File: config.mk
export PLATFORM = sky130hd
export DESIGN_NAME = pc_sequencer_flat
export DESIGN_NICKNAME = d
export VERILOG_FILES = /design/src/rtl/mips_pkg.sv /design/src/rtl/pc_sequencer_if.sv /design/src/rtl/pc_redirect_select.sv /design/src/rtl/pc_sequencer.sv /design/src/flat_wrapper.sv
export SDC_FILE = /design/constraint.sdc
export NUM_CORES = 1
export LEC_CHECK = 0
export BUFFER_PORTS_ARGS = -buffer_cell sky130_fd_sc_hd__buf_2
export CORE_ASPECT_RATIO = 0.5
export CORE_UTILIZATION = 56
export CTS_BUF_LIST = sky130_fd_sc_hd__clkbuf_4 sky130_fd_sc_hd__clkbuf_8
export DETAILED_ROUTE_END_ITERATION = 7
export PLACE_DENSITY = 0.85
export REMOVE_ABC_BUFFERS = 1
export SLEW_MARGIN = 20
export SYNTH_ARGS = -nofsm -noshare
export SYNTH_HDL_FRONTEND = slang
export SYNTH_SLANG_ARGS = --single-unit
File: constraint.sdc
create_clock -name clk -period 4 [get_ports clk]
set_input_delay 0.6 -clock clk [delete_from_list [all_inputs] [get_ports clk]]
set_output_delay 0.6 -clock clk [all_outputs]
set_load 0.05 [all_outputs]
File: src/rtl/mips_pkg.sv
// Shared MIPS front-end definitions: redirect priority encoding and PC defaults.
package mips_pkg;

  localparam int unsigned PC_W = 32;

  localparam logic [PC_W-1:0] RESET_VECTOR_DEF = 32'h0040_0000;
  localparam logic [PC_W-1:0] EXC_VECTOR_DEF   = 32'h8000_0180;
  localparam int unsigned     PC_STEP_DEF      = 4;

  // Ordered so that a numerically larger value is a higher-priority redirect
  typedef enum logic [2:0] {
    PRIO_NONE   = 3'd0,
    PRIO_BRANCH = 3'd1,
    PRIO_JUMP   = 3'd2,
    PRIO_JR     = 3'd3,
    PRIO_ERET   = 3'd4,
    PRIO_EXC    = 3'd5
  } redirect_prio_e;

endpackage

File: src/rtl/pc_sequencer_if.sv
// Fetch-stage PC bus between hazard/branch logic (master) and the PC sequencer (slave).
interface pc_sequencer_if #(
  parameter int unsigned N_BITS = 32
);

  logic              stall_i;
  logic              branch_taken_i;
  logic [N_BITS-1:0] branch_target_i;
  logic              jump_i;
  logic [N_BITS-1:0] jump_target_i;
  logic              jr_i;
  logic [N_BITS-1:0] jr_target_i;
  logic              eret_i;
  logic              exception_i;
  logic [N_BITS-1:0] exc_pc_i;
  logic [N_BITS-1:0] pc_o;
  logic [N_BITS-1:0] pc_plus4_o;
  logic [N_BITS-1:0] epc_o;
  logic              redirect_pending_o;
  logic              addr_err_o;

  modport master (
    output stall_i, branch_taken_i, branch_target_i, jump_i, jump_target_i,
           jr_i, jr_target_i, eret_i, exception_i, exc_pc_i,
    input  pc_o, pc_plus4_o, epc_o, redirect_pending_o, addr_err_o
  );

  modport slave (
    input  stall_i, branch_taken_i, branch_target_i, jump_i, jump_target_i,
           jr_i, jr_target_i, eret_i, exception_i, exc_pc_i,
    output pc_o, pc_plus4_o, epc_o, redirect_pending_o, addr_err_o
  );

endinterface

File: src/rtl/pc_redirect_select.sv
// Combinational priority encoder picking the highest-priority redirect request this cycle.
module pc_redirect_select
  import mips_pkg::*;
#(
  parameter int unsigned       N_BITS     = PC_W,
  parameter logic [N_BITS-1:0] EXC_VECTOR = N_BITS'(EXC_VECTOR_DEF)
) (
  input  logic              exception,
  input  logic              eret,
  input  logic [N_BITS-1:0] epc,
  input  logic              jr,
  input  logic [N_BITS-1:0] jr_target,
  input  logic              jump,
  input  logic [N_BITS-1:0] jump_target,
  input  logic              branch,
  input  logic [N_BITS-1:0] branch_target,
  output redirect_prio_e    prio_c,
  output logic [N_BITS-1:0] target_c,
  output logic              misaligned_c
);

  always_comb begin
    prio_c   = PRIO_NONE;
    target_c = '0;
    if (exception) begin
      prio_c   = PRIO_EXC;
      target_c = EXC_VECTOR;
    end else if (eret) begin
      prio_c   = PRIO_ERET;
      target_c = epc;
    end else if (jr) begin
      prio_c   = PRIO_JR;
      target_c = jr_target;
    end else if (jump) begin
      prio_c   = PRIO_JUMP;
      target_c = jump_target;
    end else if (branch) begin
      prio_c   = PRIO_BRANCH;
      target_c = branch_target;
    end
  end

  // The exception vector is trusted and never flagged
  assign misaligned_c = (prio_c != PRIO_NONE) && (prio_c != PRIO_EXC) &&
                        (target_c[1:0] != 2'b00);

endmodule

File: src/rtl/pc_sequencer.sv
// Fetch-stage program counter with redirect buffering across stalls, EPC and misalignment trap.
module pc_sequencer
  import mips_pkg::*;
#(
  parameter int unsigned       N_BITS       = PC_W,
  parameter logic [N_BITS-1:0] RESET_VECTOR = N_BITS'(RESET_VECTOR_DEF),
  parameter logic [N_BITS-1:0] EXC_VECTOR   = N_BITS'(EXC_VECTOR_DEF),
  parameter int unsigned       PC_STEP      = PC_STEP_DEF
) (
  input logic           clk,
  input logic           reset,
  pc_sequencer_if.slave bus
);

  logic [N_BITS-1:0] pc_q, pc_d;
  logic [N_BITS-1:0] epc_q, epc_d;
  logic              buf_valid_q, buf_valid_d;
  redirect_prio_e    buf_prio_q, buf_prio_d;
  logic [N_BITS-1:0] buf_target_q, buf_target_d;
  logic              addr_err_q, addr_err_d;

  redirect_prio_e    req_prio;
  logic [N_BITS-1:0] req_target;
  logic              req_misaligned;

  logic              req_present;
  logic              req_beats_buf;
  logic              sel_redirect;
  logic              sel_misaligned;
  logic [N_BITS-1:0] sel_target;

  pc_redirect_select #(
    .N_BITS     (N_BITS),
    .EXC_VECTOR (EXC_VECTOR)
  ) u_select (
    .exception     (bus.exception_i),
    .eret          (bus.eret_i),
    .epc           (epc_q),
    .jr            (bus.jr_i),
    .jr_target     (bus.jr_target_i),
    .jump          (bus.jump_i),
    .jump_target   (bus.jump_target_i),
    .branch        (bus.branch_taken_i),
    .branch_target (bus.branch_target_i),
    .prio_c        (req_prio),
    .target_c      (req_target),
    .misaligned_c  (req_misaligned)
  );

  // State register
  always_ff @(posedge clk or negedge reset) begin
    if (!reset) begin
      pc_q         <= RESET_VECTOR;
      epc_q        <= '0;
      buf_valid_q  <= 1'b0;
      buf_prio_q   <= PRIO_NONE;
      buf_target_q <= '0;
      addr_err_q   <= 1'b0;
    end else begin
      pc_q         <= pc_d;
      epc_q        <= epc_d;
      buf_valid_q  <= buf_valid_d;
      buf_prio_q   <= buf_prio_d;
      buf_target_q <= buf_target_d;
      addr_err_q   <= addr_err_d;
    end
  end

  // Next-state: exception first, then stall buffering, then release/free-run selection
  always_comb begin
    pc_d           = pc_q;
    epc_d          = epc_q;
    buf_valid_d    = buf_valid_q;
    buf_prio_d     = buf_prio_q;
    buf_target_d   = buf_target_q;
    addr_err_d     = 1'b0;
    req_present    = (req_prio != PRIO_NONE);
    req_beats_buf  = req_present && (!buf_valid_q || (req_prio >= buf_prio_q));
    sel_redirect   = 1'b0;
    sel_misaligned = 1'b0;
    sel_target     = pc_q + N_BITS'(PC_STEP);

    if (bus.exception_i) begin
      pc_d        = EXC_VECTOR;
      epc_d       = bus.exc_pc_i;
      buf_valid_d = 1'b0;
      buf_prio_d  = PRIO_NONE;
    end else if (bus.stall_i) begin
      if (req_beats_buf) begin
        buf_valid_d  = 1'b1;
        buf_prio_d   = req_prio;
        buf_target_d = req_target;
      end
    end else begin
      buf_valid_d = 1'b0;
      buf_prio_d  = PRIO_NONE;
      if (req_beats_buf) begin
        sel_redirect   = 1'b1;
        sel_misaligned = req_misaligned;
        sel_target     = req_target;
      end else if (buf_valid_q) begin
        sel_redirect   = 1'b1;
        sel_misaligned = (buf_target_q[1:0] != 2'b00);
        sel_target     = buf_target_q;
      end

      if (sel_redirect && sel_misaligned) begin
        pc_d       = EXC_VECTOR;
        epc_d      = pc_q;
        addr_err_d = 1'b1;
      end else begin
        pc_d = sel_target;
      end
    end
  end

  // Outputs
  always_comb begin
    bus.pc_o               = pc_q;
    bus.pc_plus4_o         = pc_q + N_BITS'(PC_STEP);
    bus.epc_o              = epc_q;
    bus.redirect_pending_o = buf_valid_q;
    bus.addr_err_o         = addr_err_q;
  end

endmodule

File: src/flat_wrapper.sv
// flat-port wrapper written by rule: the top's interface ports become plain ports
module pc_sequencer_flat import mips_pkg::*;
#(
  parameter int unsigned       N_BITS       = PC_W,
  parameter logic [N_BITS-1:0] RESET_VECTOR = N_BITS'(RESET_VECTOR_DEF),
  parameter logic [N_BITS-1:0] EXC_VECTOR   = N_BITS'(EXC_VECTOR_DEF),
  parameter int unsigned       PC_STEP      = PC_STEP_DEF
)
  (clk, reset, bus_stall_i, bus_branch_taken_i, bus_branch_target_i, bus_jump_i, bus_jump_target_i, bus_jr_i, bus_jr_target_i, bus_eret_i, bus_exception_i, bus_exc_pc_i, bus_pc_o, bus_pc_plus4_o, bus_epc_o, bus_redirect_pending_o, bus_addr_err_o);
  pc_sequencer_if #(.N_BITS(N_BITS)) bus_i ();
  input logic clk;
  input logic reset;
  input wire logic [$bits(bus_i.stall_i)-1:0] bus_stall_i;
  input wire logic [$bits(bus_i.branch_taken_i)-1:0] bus_branch_taken_i;
  input wire logic [$bits(bus_i.branch_target_i)-1:0] bus_branch_target_i;
  input wire logic [$bits(bus_i.jump_i)-1:0] bus_jump_i;
  input wire logic [$bits(bus_i.jump_target_i)-1:0] bus_jump_target_i;
  input wire logic [$bits(bus_i.jr_i)-1:0] bus_jr_i;
  input wire logic [$bits(bus_i.jr_target_i)-1:0] bus_jr_target_i;
  input wire logic [$bits(bus_i.eret_i)-1:0] bus_eret_i;
  input wire logic [$bits(bus_i.exception_i)-1:0] bus_exception_i;
  input wire logic [$bits(bus_i.exc_pc_i)-1:0] bus_exc_pc_i;
  output wire logic [$bits(bus_i.pc_o)-1:0] bus_pc_o;
  output wire logic [$bits(bus_i.pc_plus4_o)-1:0] bus_pc_plus4_o;
  output wire logic [$bits(bus_i.epc_o)-1:0] bus_epc_o;
  output wire logic [$bits(bus_i.redirect_pending_o)-1:0] bus_redirect_pending_o;
  output wire logic [$bits(bus_i.addr_err_o)-1:0] bus_addr_err_o;
  assign bus_i.stall_i = bus_stall_i;
  assign bus_i.branch_taken_i = bus_branch_taken_i;
  assign bus_i.branch_target_i = bus_branch_target_i;
  assign bus_i.jump_i = bus_jump_i;
  assign bus_i.jump_target_i = bus_jump_target_i;
  assign bus_i.jr_i = bus_jr_i;
  assign bus_i.jr_target_i = bus_jr_target_i;
  assign bus_i.eret_i = bus_eret_i;
  assign bus_i.exception_i = bus_exception_i;
  assign bus_i.exc_pc_i = bus_exc_pc_i;
  assign bus_pc_o = bus_i.pc_o;
  assign bus_pc_plus4_o = bus_i.pc_plus4_o;
  assign bus_epc_o = bus_i.epc_o;
  assign bus_redirect_pending_o = bus_i.redirect_pending_o;
  assign bus_addr_err_o = bus_i.addr_err_o;
  pc_sequencer #(.N_BITS(N_BITS), .RESET_VECTOR(RESET_VECTOR), .EXC_VECTOR(EXC_VECTOR), .PC_STEP(PC_STEP)) u_core (.clk(clk), .reset(reset), .bus(bus_i));
endmodule
# ---- Word-level counts from Yosys, hierarchy flattened
# Cells that the tools add are included.
dict set report classes {
  addsub 1
  n_lt_le_gt_ge 1
  n_eq_ne 3
  n_mux 35
  bitwise_logic 1
  reduce_logical 12
}
# operator n
set ops {}
lappend ops {{32-bit 2-to-1 mux} 13}
lappend ops {{32-bit by 3-bit adder with 32-bit output, second input constant} 1}
lappend ops {{1-bit 2-to-1 mux} 15}
lappend ops {{3-bit 2-to-1 mux} 5}
lappend ops {{2-bit nonzero test} 3}
lappend ops {{1-bit logical AND} 4}
lappend ops {{2-bit 2-to-1 mux} 2}
lappend ops {{3-bit greater-or-equal comparator} 1}
lappend ops {{3-bit by 1-bit inequality test with 1-bit output, second input constant} 1}
lappend ops {{3-bit inequality test, second input constant} 1}
lappend ops {{3-bit AND reduction} 1}
lappend ops {{3-bit nonzero test} 1}
lappend ops {{2-bit by 1-bit inequality test with 1-bit output, second input constant} 1}
lappend ops {{2-bit AND reduction} 1}
lappend ops {{1-bit logical NOT} 1}
lappend ops {{1-bit logical OR} 1}
lappend ops {{1-bit inverter} 1}
dict set report word_totals {
  register_bits 101
  in_bits 136
  output_inout_bits 98
  word_cells 59
}

# ---- Longest topological paths before layout
dict set report logic_depth {
  word_depth 15
  depth_mapped 15
  mapped_depth_nobuf 11
}

# ---- Cells and area by module
# Synthesis repeated with hierarchy kept, for this count alone.
dict set report hier_totals {
  hier_cells 738
  hier_area_um2 6446.2
}
# mod instances cells_each area_per_inst_um2 seq_area_each_um2
set by_module_without_submodules {}
lappend by_module_without_submodules {pc_sequencer 1 577 5481.5 2528.7}
lappend by_module_without_submodules {pc_redirect_select 1 161 964.7 0.0}

# ---- Worst setup path before layout
# No wires, ideal clock.
dict set report synth_path {
  kind {flip-flop to output port}
  start {register u_core.pc_q[2], in the netlist u_core.bus.pc_o[2]}
  end {output bus_pc_plus4_o[30]}
  arrival_ns 2.706
  required_time_ns 3.400
  path_slack_ns 0.694
  path_stages_with_launch 7
  path_buffers 0
  path_cell_list {dfrtp_1 ha_1 nand2_1 nor2_2 nand4_1 or2_2 xnor2_1}
}
dict set report synth_via {
  elab_chain_len 1
}
# element line
set synth_rtl {}
lappend synth_rtl {{start, declared} pc_sequencer.sv:15} ;# logic [N_BITS-1:0] pc_q, pc_d;
lappend synth_rtl {{start signal, assigned} pc_sequencer.sv:60} ;# pc_q <= pc_d;
lappend synth_rtl {{32-bit by 3-bit adder with 32-bit output} pc_sequencer.sv:120} ;# bus.pc_plus4_o = pc_q + N_BITS'(PC_STEP);
lappend synth_rtl {{end, declared} flat_wrapper.sv:24} ;# output wire logic [$bits(bus_i.pc_plus4_o)-1:0] bus_pc_plus4_o;
# No other way between the ends.

# ---- Worst setup path after layout
dict set report layout_path {
  start {register u_core.pc_q[2], in the netlist u_core.bus.pc_o[2]}
  end {output bus_pc_plus4_o[29]}
}
# The elaborated chain is that of the path after synthesis.

==> metrics.txt <==
clock network fraction of design power about 26%; Core Footprint 11,200 sq um; clock-pin slew on the worst setup and hold paths 100 ps; DRC violation total after the first TritonRoute iteration roughly 720; relative contribution of combinational cells to total power 30.1%; number of pins exceeding their max-slew limit in the final report 0; vertical die dimension 78.5 um; CTS tree done; Synth Instances 737; worst path arrival time 3000 ps; Power, Total 0.00275 W; TritonCTS Buffers 9; Filler cells about 900; final worst-path cycle share 90.0%; first-pass GRT wire length 34,100 um; # setup viols final 0; top_reg_cell synth sky130_fd_sc_hd__dfrtp_1; sequential element share of the synthesized area 38.6%; achievable clock frequency 0.278 GHz; number of synthesis warnings 0; Finished Layout Cells 1,108; post-detailed-routing wire length 21,900 um; mean number of vias per cell 6.29; weighted congestion reported at the end of routability-driven placement 0.876; clk_lat worst skew 390 ps; H-tree Lvls 3; average instance area after synthesis 8.89 sq um; post-CTS setup-driven buffer insertion count 0; GRT overflow 0; post-synth top area cell sky130_fd_sc_hd__dfrtp_1; placement row count 27; synthesized cell area ~6600 sq um; initial core utilization roughly three fifths; ant diodes 0; initial antenna violation count 0; sequential group share of total power 44.0%; kind of start point of the critical path flip-flop; switching share of total power 37.6%; nets@finish between 1,000 and 1,500; outcome finished clean; Sw Pwr 0.00103 W; number of placed cells counting well taps between 1,000 and 1,500; post_cts resized 0; Post-DP HPWL 15,400 um; hold buffer count at cts 0; type of the most critical hold path input pin to async pin; vias after detailed routing between 6,000 and 7,000; leakage dissipation 3.81 nW; power density normalized to cell area 344 nW/um^2; data required time of the critical path 3400 ps; ys async rst share 100%; endpoint kind of the worst setup timing path output port; final routed wire length divided by cell count 19.8 um; Ports 234; number of synthesized flops with an enable pin 0; number of global-route vias before repair 6,570; Worst Path Class, Setup flip-flop to output port; clock tree sinks 101; fraction of synthesized cell area taken by the top area cell type 38.2%; full die area 12,200 sq um; root buf cell sky130_fd_sc_hd__clkbuf_8; length of the first detailed-routing pass in iterations 5; largest driver fanout on the critical path 8; ranking of synthesized cells by area sky130_fd_sc_hd__dfrtp_1 (38%), sky130_fd_sc_hd__nand2_1 (6.1%), sky130_fd_sc_hd__a21oi_1 (5.3%); headroom to the max-slew limit about 48%; flip-flop and latch count after synthesis slightly above 100; die width 155 um; most numerous cell types in the synthesized netlist sky130_fd_sc_hd__nand2_1 (107), sky130_fd_sc_hd__dfrtp_1 (100), sky130_fd_sc_hd__a21oi_1 (69); minimum clock period 3600 ps; leading cell type by number of instances after synthesis sky130_fd_sc_hd__nand2_1; Area growth, synth to finish 22.1%; number of port buffers 233; Post-Route Skew 10.7 ps; fraction of final layout cells with drive strength greater than 1 33.8%; Power Internal around 0.0017 W; remaining design rule violation count 0; Tightest Pin Transition slightly below 800 ps; RSZ-0062 raised after global routing false; distinct cell type count after synthesis 77; pin count of the biggest net entering global routing 82; residual antenna-violating net count after detailed routing 0; Worst IR Drop VDD between 0.15 and 0.2 mV; final hold vios 0; number of max-capacitance violations reported 0; Clock Path Buffers 2; Global Route Usage Sum 36.3%
kinds of logic after synthesis:
group                    synth area share [%]
AND/OR/NAND/NOR                          17.8
adder cells (fa/ha/maj)                 0.764
flip-flops                               38.6
AO/OA/AOI/OAI                            29.4
buffers and inverters                    6.05
multiplexers                             3.78
XOR/XNOR                                 3.61
worst max-delay path, stage by stage (launching register included):
cell	delay, ps
sky130_fd_sc_hd__dfrtp_1	560
sky130_fd_sc_hd__nand3_1	300
sky130_fd_sc_hd__nor4_1	620
sky130_fd_sc_hd__and2_1	420
sky130_fd_sc_hd__nand3_1	240
sky130_fd_sc_hd__xnor2_1	190
sky130_fd_sc_hd__buf_2	290
area by class of cell:
type | count | area [sq um] | share of cell area [%]
multi-input cells | 552 | 3630 | 45.4
flip-flops and latches | 101 | 2530 | 31.6
repair buffers | 256 | 1350 | 16.8
well taps | 159 | 199 | 2.49
clock buffers | 11 | 151 | 1.89
inverters | 24 | 90.1 | 1.13
clock inverters | 5 | 57.6 | 0.719
sequential cells by signal, summed over array words and instances (netlist names):
signal / flops
u_core.bus.epc_o: 32
u_core.buf_target_q: 32
u_core.bus.addr_err_o: 1
u_core.buf_prio_q: 3
u_core.bus.redirect_pending_o: 1
u_core.bus.pc_o: 32
metrics by stage:
| step | TNS, ps | utilization, % | instance area (sq um) | hold WS, ps | worst slack, ps |
|---|---|---|---|---|---|
| after global placement | 0 | 69.7 | 7790 | 456 | 757 |
| after CTS | 0 | 71.5 | 8000 | 431 | 506 |
| after floorplan | -1730 | - | 6250 | 304 | -148 |
| after global routing | 0 | 71.6 | 8000 | 299 | 321 |
| final | 0 | 71.6 | 8000 | 221 | 399 |
| after detailed placement | 0 | 69.7 | 7790 | 466 | 608 |
path summary, 6_finish.rpt:
path,start,to,slack (ps),cells past startpoint
max,u_core.bus.pc_o[2],bus_pc_plus4_o[29],400,6
min reg2reg,u_core.buf_target_q[0],u_core.buf_target_q[0],490,2
min in group clk,bus_exc_pc_i[6],u_core.bus.epc_o[6],440,2
max in group asynchronous,reset,u_core.bus.epc_o[7],3000,2
max reg2reg,u_core.bus.redirect_pending_o,u_core.bus.pc_o[8],1150,5
min,reset,u_core.bus.epc_o[25],220,1
power groups by stage:
stage,Combinational [W],Clock (W),Sequential [W]
4_1_cts,0.000821,0.000713,0.00121
3_3_place_gp,0.000797,0,0.00123
6_report,0.000828,0.000714,0.00121
3_5_place_dp,0.000818,0,0.00123
2_1_floorplan,0.000347,0,0.00139
5_1_grt,0.000885,0.000748,0.00122
routing by layer:
layer	share of wire (%)	vias up	track usage [%]
met4	2.4	0	11.5
met2	45	427	57.7
met3	10	58	9.33
met5	0	-	0
li1	-	3129	-
met1	42	3351	48.7
layout by cell type (no fill, tap or decap), types with 14 or more instances in the layout:
cell / n
sky130_fd_sc_hd__nand2b_1: 14
sky130_fd_sc_hd__a2bb2oi_1: 24
sky130_fd_sc_hd__a21oi_1: 69
sky130_fd_sc_hd__xnor2_1: 18
sky130_fd_sc_hd__o21ai_0: 42
sky130_fd_sc_hd__buf_4: 23
sky130_fd_sc_hd__inv_1: 22
sky130_fd_sc_hd__nand3_1: 18
sky130_fd_sc_hd__mux2_2: 14
sky130_fd_sc_hd__a221o_1: 21
sky130_fd_sc_hd__nor2_1: 37
sky130_fd_sc_hd__buf_2: 232
sky130_fd_sc_hd__dfrtp_1: 100
sky130_fd_sc_hd__nand2_1: 106
(Power assumes the default switching activity.)
